`config.mk`:
```
export PLATFORM = sky130hd
export DESIGN_NAME = serial_demux_rx
export DESIGN_NICKNAME = d
export VERILOG_FILES = /design/src/rtl/serial_demux_rx_pkg.sv /design/src/rtl/serial_demux_rx_slot_index_counter.sv /design/src/rtl/serial_demux_rx.sv
export SDC_FILE = /design/constraint.sdc
export NUM_CORES = 1
export LEC_CHECK = 0
export ABC_CLOCK_PERIOD_IN_PS = 2500
export CAP_MARGIN = 15
export CORE_MARGIN = 3
export CORE_UTILIZATION = 52
export DETAILED_ROUTE_END_ITERATION = 16
export PLACE_DENSITY = 0.89
export SYNTH_ARGS = -nofsm -noshare
export SYNTH_HDL_FRONTEND = slang
export SYNTH_SLANG_ARGS = --single-unit
```
`constraint.sdc`:
```
create_clock -name clk -period 2.5 [get_ports clk]
set_clock_uncertainty 0.1 [all_clocks]
set_input_delay 0.625 -clock clk [delete_from_list [all_inputs] [get_ports clk]]
set_output_delay 0.625 -clock clk [all_outputs]
set_load 0.005 [all_outputs]
```
`src/rtl/serial_demux_rx_pkg.sv`:
```
// Shared definitions for the serial demultiplexing receiver and its slot sequencer.
package serial_demux_rx_pkg;

  typedef enum logic [1:0] {
    IDLE = 2'd0,
    RECV = 2'd1,
    PAR  = 2'd2
  } state_t;

  localparam int DEFAULT_WIDTH = 8;

endpackage

```
`src/rtl/serial_demux_rx_slot_index_counter.sv`:
```
// Slot index counter: wraps modulo 2**SEL_W, sync clear, enable, terminal-count flag.
module serial_demux_rx_slot_index_counter #(
  parameter int SEL_W = 3
) (
  input  logic             clk,
  input  logic             rst,
  input  logic             clr,
  input  logic             en,
  output logic [SEL_W-1:0] count,
  output logic             tc
);

  always_ff @(posedge clk) begin
    if (rst || clr) begin
      count <= '0;
    end else if (en) begin
      count <= count + 1'b1;
    end
  end

  // Slot count is a power of two, so the last slot is the all-ones index.
  assign tc = &count;

endmodule

```
`src/rtl/serial_demux_rx.sv`:
```
// Serial-to-parallel demux receiver; routes each valid bit into slot dout[sel].
// Optional even-parity bit per frame is compiled in with SERIAL_DEMUX_PARITY_EN.
module serial_demux_rx
  import serial_demux_rx_pkg::*;
#(
  parameter int WIDTH = DEFAULT_WIDTH,
  parameter int SEL_W = $clog2(WIDTH)
) (
  input  logic             clk,
  input  logic             rst,
  input  logic             start,
  input  logic             din,
  input  logic             din_valid,
  output logic [WIDTH-1:0] dout,
  output logic             dout_valid,
  output logic [SEL_W-1:0] sel,
  output logic             busy,
  output logic             par_err
);

  state_t           state;
  logic [WIDTH-1:0] shadow;
  logic [WIDTH-1:0] word_next;
  logic             accept;
  logic             last_slot;

  // A data bit is taken only in RECV; a coincident start wins and restarts the frame.
  assign accept = (state == RECV) && din_valid && !start;

  serial_demux_rx_slot_index_counter #(
    .SEL_W(SEL_W)
  ) u_slot_index_counter (
    .clk  (clk),
    .rst  (rst),
    .clr  (start),
    .en   (accept),
    .count(sel),
    .tc   (last_slot)
  );

  always_comb begin
    word_next      = shadow;
    word_next[sel] = din;
  end

  always_ff @(posedge clk) begin
    if (rst) begin
      state      <= IDLE;
      busy       <= 1'b0;
      shadow     <= '0;
      dout       <= '0;
      dout_valid <= 1'b0;
`ifdef SERIAL_DEMUX_PARITY_EN
      par_err    <= 1'b0;
`endif
    end else begin
      dout_valid <= 1'b0;
      if (start) begin
        state  <= RECV;
        busy   <= 1'b1;
        shadow <= '0;
      end else begin
        case (state)
          RECV: begin
            if (din_valid) begin
              shadow <= word_next;
              if (last_slot) begin
`ifdef SERIAL_DEMUX_PARITY_EN
                state <= PAR;
`else
                dout       <= word_next;
                dout_valid <= 1'b1;
                state      <= IDLE;
                busy       <= 1'b0;
`endif
              end
            end
          end
`ifdef SERIAL_DEMUX_PARITY_EN
          PAR: begin
            // The bit after the word makes the total count of ones even.
            if (din_valid) begin
              dout       <= shadow;
              dout_valid <= 1'b1;
              par_err    <= (^shadow) != din;
              state      <= IDLE;
              busy       <= 1'b0;
            end
          end
`endif
          default: ;
        endcase
      end
    end
  end

`ifndef SERIAL_DEMUX_PARITY_EN
  assign par_err = 1'b0;
`endif

endmodule
```
Yosys cells after proc, flatten, opt, wreduce, memory -nomap -nowiden
Index checks and enable logic that the tools add are counted.

$add $sub $neg: 1. Order comparisons: 2. Muxes and demuxes: 12. Bitwise operators: 3. Reduce and logical (&&, ||, !) cells: 14.

Operator list (count): 2-to-1 mux 1 bit (10); bitwise mux 8 bit (1); AND reduction 3 bit (2); AND reduction 6 bit (1); nonzero test 2 bit (3); < comparator 3 x 4 -> 1 bit, second input constant (1); OR reduction 4 bit (1); adder 3 x 1 -> 3 bit, second input constant (1); demux 1 bit (select 3 bit) (1); greater-or-equal comparator 3 x 1 -> 1 bit, second input constant (1); logical AND 1 bit (3); inverter 1 bit (3); AND reduction 2 bit (1); OR reduction 2 bit (1); zero test 1 bit (1); logical OR 1 bit (1).

Register bits after elaboration: 22. Input bits: 5. Word-level logic and storage cells: 38.

Logic depth before layout (Yosys ltp)
Gate-level depths: netlist of the first run.

Word-level depth: 5. Gate-level depth with buffers: 5.

Hierarchy
A second synthesis of the first run with hierarchy kept.

Cell total of the unflattened synthesis: 85. Area, all modules: 887.1 µm².

By module, submodules not included: serial_demux_rx (times used 1, cells an instance 74, area each 753.2 µm², seq. area each 360.3 µm²); serial_demux_rx_slot_index_counter (times used 1, cells an instance 11, area each 133.9 µm², seq. area each 60.1 µm²).

Worst setup path after synthesis of the first run
No wires, ideal clock.

Kind: input to register. Start point: input port start. End point: register dout[7]. Arrival: 1.613 ns. Data required time: 2.333 ns. Slack: 0.720 ns. Stages on the path: 5. Cells stage by stage: buf_6 -> or3b_1 -> buf_2 -> or3_4 -> o21ai_2.

Cells in the longest elaborated chain, start to end: 2.

Ends and longest elaborated chain: start: declaration (RTL line serial_demux_rx.sv:11) `input logic start,`; inverter 1 bit (no line); AND reduction 6 bit (no line); end signal: assignment (RTL line serial_demux_rx.sv:71) `dout <= word_next;`; end: declaration (RTL line serial_demux_rx.sv:14) `output logic [WIDTH-1:0] dout,`.

Every way passes these cells. A chain may end at the register's enable or synchronous reset.

Worst setup path after layout of the first run
Start point: register u_slot_index_counter.count[2]. End point: output port sel[2].

RTL lines: start: declaration (RTL line serial_demux_rx_slot_index_counter.sv:9) `output logic [SEL_W-1:0] count,`; start signal: assignment (RTL line serial_demux_rx_slot_index_counter.sv:17) `count <= count + 1'b1;`; end: declaration (RTL line serial_demux_rx.sv:16) `output logic [SEL_W-1:0] sel,`.

No word-level cell between the ends.

==> results.cfg, run 1 <==
[timing]
fin_tns_setup_ps = 0
tightest_slew_ps = 516
setup_ws_ps = 346
report.final.hold_viol_count = 0
fmax_mhz = 464
setup_viol = 0
holdWs_ps = 365
final_max_slew_viol_count = 0
min_period_over_period_pct = 86.2
period_needed_ps = 2150
relSlewSlack_pct = 65.5
rsz0062_at_grt = false

[worst_setup_path]
worstSetupStartpointType = register
crit_slowest_cell = clkdlybuf4s50_1
cp_max_fo = 11
cp.required_ps = 1770
crit_type = register to primary output
critPathArrivalTime_ps = 1430
crit_buf_inv = 1
ff2ff_path_depth = 3
cp_cell_sequence = clkdlybuf4s50_1
critPathCaptureType = primary output
r2r_slack_ps = 880
worstReg2RegStart = u_slot_index_counter.count[2]
slowest_delay_ps = 570
reg2reg_to = dout[6]
cp_top_family = buffers and inverters

[routing]
top_layer = met4
via_count = 683
vias_per_cell = 5.10
postRouteAntennaNets = 0
route.met3.wl_um = 50
wire_per_inst_um = 12.6
drt_iter0_markers = 0
wl_mm = 1.69
drc_errors = 0
drt-met1-wl_um = 761
wl_met2_um = 851
first_pass_iters = 1

[grt]
grt_pass1_wl_mm = 2.80
grt.overflow.total = 0
grt_usage_pct = 17.9
grt_pass1_vias = 648
grt_max_degree = 21
antenna_found_initial = 0

[cells_and_area]
drive_gt1_share_pct = 8.18
nNetsFinal = 118
final_area_um2 = 1130
final_cell_mix = dfxtp_1, clkdlybuf4s50_1, mux2i_1, nand2b_1, nand2_1
fin_util_pct = 70.7
fin_cells = 134
antennaDiodeCount = 0
areaGrowthSynthToFinish_pct = 22.4
final_common_cell = dfxtp_1

[clock_tree]
cts_made_buffers = 3
holdBufCountCts = 0
post_cts_resized = 0
clk_pin_slew_ps = 110
insertion_delay_ps = 300
clock_path_buffers = 2
h-tree-depth = 1
cts_sinks = 20
postCtsSetupRepairBufs = 0
cts-root-buf = clkbuf_4
cts_tree = done

[pwr]
p_per_area_nw_per_um2 = 486
p_leak_nw = 0.416
peakVddDrop_mv = 0.335
power.total_mw = 0.548

[min_path]
hold_depth = 2
min_path_type = register to register
hold_path_end = shadow[5]
worstHoldStart = shadow[5]

[placement]
place_inst = 130
dpl.hpwl_mm = 1.25
placed_cell_area_um2 = 1090
gp_congestion = 0.755
dpl_worst_slack_ps = 283
port_buffers = 17

[logic_synthesis]
syn_area_um2 = 921
seq_area_frac_synth_pct = 43.5
ys_ff_latch = 20
synth_cell_type_count = 27
syn_inst = 95
synth.net_count = 102
yosysWarnings = 0
synth.avg_cell_area_um2 = 9.69

[run_status]
outcome = finished, final reports clean

[floorplanning]
dieHeight_um = 48.1
die_area_um2 = 2310
die_x_um = 48.1
start_util_pct = 57.8
core-area_um2 = 1590
io_pins = 19
rows = 14

[run]
maxCapViolations = 0
==> registers in the layout, summed over array words and instances, names as in the netlist <==
signal                      count
dout                            8
dout_valid                      1
shadow                          7
state                           1
u_slot_index_counter.count      3
==> how the worst max path moves through the flow <==
stage	start	end	depth (start not counted)
detailed placement	din_valid	dout[6]	4
floorplan	start	dout[7]	5
finish	u_slot_index_counter.count[2]	sel[2]	1
global placement	din	dout[7]	4
global route	u_slot_index_counter.count[2]	sel[2]	1
CTS	u_slot_index_counter.count[2]	sel[2]	1
==> layer usage <==
layer | global-route usage, % | up-vias
li1 | - | 348
met1 | 22.0 | 320
met2 | 28.8 | 11
met3 | 3.38 | 4
met4 | 10.8 | 0
met5 | 0 | -
==> layout make-up <==
| cell class | instances | area, µm² |
|---|---|---|
| clock buffer | 4 | 36.3 |
| timing repair buffer | 19 | 185 |
| sequential | 20 | 400 |
| multi-input combinational | 67 | 475 |
| fill | 127 | 467 |
| tap | 24 | 30.0 |
==> Yosys cell counts <==
master | instances | area share, %
or3_4 | 1 | 1.2
nand3_1 | 4 | 2.2
nor3_4 | 1 | 1.8
o21ai_2 | 1 | 0.95
a21oi_1 | 1 | 0.54
nand4_1 | 1 | 0.68
nor4_1 | 1 | 0.68
buf_2 | 3 | 1.6
xnor2_1 | 1 | 0.95
nor2_1 | 3 | 1.2
and3_1 | 1 | 0.68
buf_4 | 1 | 0.82
buf_6 | 1 | 1.2
o211ai_1 | 1 | 0.82
dfxtp_1 | 20 | 43
nor3_1 | 3 | 1.6
ha_1 | 2 | 2.7
clkbuf_1 | 3 | 1.2
o31ai_1 | 1 | 0.82
and3b_1 | 2 | 1.9
mux2i_1 | 15 | 16
nand2b_1 | 15 | 10
nor2b_1 | 1 | 0.68
or3b_1 | 1 | 0.95
nand2_1 | 9 | 3.7
and2_1 | 1 | 0.68
conb_1 | 1 | 0.41
==> cells by family (layout without fill, tap and decap cells) <==
logic type | after synthesis | after routing | share of synthesized area (%)
and+or+nand+nor | 44 | 44 | 28.1
DFF | 20 | 20 | 43.5
muxes | 15 | 15 | 16.3
buffers and inverters | 8 | 23 | 4.89
AOI/OAI and AO/OA | 4 | 4 | 3.13
adders and majority gates | 2 | 2 | 2.72
other | 1 | 1 | 0.407
xor gates and xnor gates | 1 | 1 | 0.951
==> power by group <==
part	internal [mW]	total (mW)	switching, mW
clock	0.0889	0.188	0.0991
combinational	0.0187	0.0360	0.0173
sequential	0.321	0.324	0.00305
total	0.428	0.548	0.119
Power figures use the tool's default switching activity.
==> inputs of run 2 (changes only) <==
--- a/config.mk
+++ b/config.mk
@@ -13,4 +13,5 @@
 export PLACE_DENSITY = 0.89
 export SYNTH_ARGS = -nofsm -noshare
 export SYNTH_HDL_FRONTEND = slang
+export SYNTH_HIERARCHICAL = 1
 export SYNTH_SLANG_ARGS = --single-unit
==> run 2 against run 1 <==
  * Die area decreased by 3.2%
  * Flip-flop and latch count increased by 1
  * Non-clock buffer count stayed put
  * Register-to-register slack better by 50 ps
  * Critical endpoint is now sel[0]
  * Fmax barely moved
==> results.cfg, run 2 <==
[floorplanning]
io_pins = 19
die_x_um = 47.3
die_area_um2 = 2240
core-area_um2 = 1560
start_util_pct = 56.9
dieHeight_um = 47.3
rows = 14

[routing]
wl_mm = 1.78
via_count = 700
drt_iter0_markers = 20
postRouteAntennaNets = 0
wire_per_inst_um = 14.8
vias_per_cell = 5.83
drc_errors = 0
first_pass_iters = 4

[run_status]
outcome = finished, final reports clean

[worst_setup_path]
critPathCaptureType = primary output
crit_type = register to primary output
critPathArrivalTime_ps = 1430
cp.required_ps = 1770
slowest_delay_ps = 570
worstSetupStartpointType = register
cp_cell_sequence = clkdlybuf4s50_1
crit_buf_inv = 1
cp_top_family = buffers and inverters
cp_max_fo = 11
crit_slowest_cell = clkdlybuf4s50_1

[cells_and_area]
n_fill_cell = 113
areaGrowthSynthToFinish_pct = 23.1
nNetsFinal = 112
final_cell_mix = dfxtp_1, clkdlybuf4s50_1, mux2i_1
drive_gt1_share_pct = 8.65
top_regs = dout (8), shadow (8), u_slot_index_counter/count (3)
final_area_um2 = 1090
antennaDiodeCount = 0
final_common_cell = dfxtp_1

[clock_tree]
post_cts_resized = 0
clock_path_buffers = 2
postCtsSetupRepairBufs = 0
insertion_delay_ps = 300
h-tree-depth = 1
cts_tree = done
cts_sinks = 21
cts_made_buffers = 3
cts-root-buf = clkbuf_4
clk_pin_slew_ps = 120
holdBufCountCts = 0

[logic_synthesis]
ys.flop_type = dfxtp_1
seq_area_frac_synth_pct = 47.4
ys_top_cells_by_area = dfxtp_1, mux2i_1, o2bb2ai_1
synth_most_common_cell = dfxtp_1
synth.top_cell.area_share_pct = 47.4
ys_ff_latch = 21
yosysWarnings = 6
yosysTopAreaCell = dfxtp_1
synth_edf_count = 0
synth.net_count = 92
synth_cell_type_count = 24
syn_area_um2 = 887
syn_inst = 85
synth-async-reset-ratio_pct = 0
synth.avg_cell_area_um2 = 10.4
synthTopCellsByCount = dfxtp_1, mux2i_1, o21ai_0, o2bb2ai_1, a21oi_1

[pwr]
peakVddDrop_mv = 0.428
power.total_mw = 0.549
p_per_area_nw_per_um2 = 502
p_leak_nw = 0.416

[placement]
placed_cell_area_um2 = 1060
gp_congestion = 0.795
port_buffers = 17
dpl.hpwl_mm = 1.21

[timing]
period_needed_ps = 2160
fmax_mhz = 464
fin_tns_setup_ps = 0
setup_viol = 0
min_period_over_period_pct = 86.2
final_max_slew_viol_count = 0
report.final.hold_viol_count = 0
rsz0062_at_grt = false

[grt]
grt_pass1_wl_mm = 2.87
grt_util_met2_pct = 28.6
grt_pass1_vias = 673
met1_usage_pct = 24.0
grtUsageMet3_pct = 4.98
antenna_found_initial = 0
grt_usage_pct = 18.9
grt.overflow.total = 0
busiest_layer = met2
grt_max_degree = 13

[min_path]
min_path_type = register to register

[run]
maxCapViolations = 0
## run 2: worst paths after layout
check        endpoint  slack (ps)                     startpoint  cells past startpoint
min reg2reg   dout[6]         380                        dout[6]                      1
max            sel[0]         340  u_slot_index_counter/count[0]                      1
max reg2reg      busy         930  u_slot_index_counter/count[0]                      4
min           dout[6]         380                        dout[6]                      1
## run 2: logic make-up (layout without fill, tap and decap cells)
group	count (synthesis)	after routing	share of synthesized area (%)
adders and majority gates	2	2	2.82
and+or+nand+nor	17	17	12.3
AOI/OAI and AO/OA	26	26	20.5
other	1	1	0.423
muxes	10	10	11.3
DFF	21	21	47.4
xor gates and xnor gates	1	1	0.987
buffers and inverters	7	26	4.37
## run 2: worst reg2reg max path: stages (launching register included)
cell     delay (ps)
dfxtp_1         440
ha_1            260
ha_1            230
a31oi_4         320
o21a_1          170
## run 2: cell type report
type                       count  area [µm²]  share of cell area, %
multi-input combinational     57         428                   39.2
sequential                    21         420                   38.5
timing repair buffer          19         185                   17.0
clock buffer                   3        22.5                   2.06
tap                           16        20.0                   1.83
inverter                       3        11.3                   1.03
clock inverter                 1        5.00                  0.458
## run 2: through the flow
| stage | util, % | hold slack [ps] | instances | setup WS (ps) |
|---|---|---|---|---|
| floorplan | - | 352 | 85 | 1030 |
| CTS | 70.1 | 380 | 120 | 338 |
| global route | 70.1 | 393 | 120 | 279 |
| global placement | 68.3 | 349 | 116 | 492 |
| finish | 70.1 | 379 | 120 | 345 |
| detailed placement | 68.3 | 346 | 116 | 450 |
## run 2: where the power goes
part           switching, mW  total (mW)  leakage (nW)  internal (mW)
sequential           0.00352       0.343         0.170          0.339
clock                  0.106       0.166        0.0177         0.0598
combinational         0.0221      0.0400         0.228         0.0179
## run 2: routing by layer
metal	up-vias	part of all wire, %
met5	-	0
met4	0	2.1
met3	5	2.8
met2	18	45
met1	329	50
li1	348	-
==> inputs of run 3 (changes only) <==
--- a/config.mk
+++ b/config.mk
@@ -6,7 +6,6 @@
 export NUM_CORES = 1
 export LEC_CHECK = 0
 export ABC_CLOCK_PERIOD_IN_PS = 2500
-export CAP_MARGIN = 15
 export CORE_MARGIN = 3
 export CORE_UTILIZATION = 52
 export DETAILED_ROUTE_END_ITERATION = 16
==> results of run 3 <==
Final layout, timing and power as in run 2 (identical DEF).
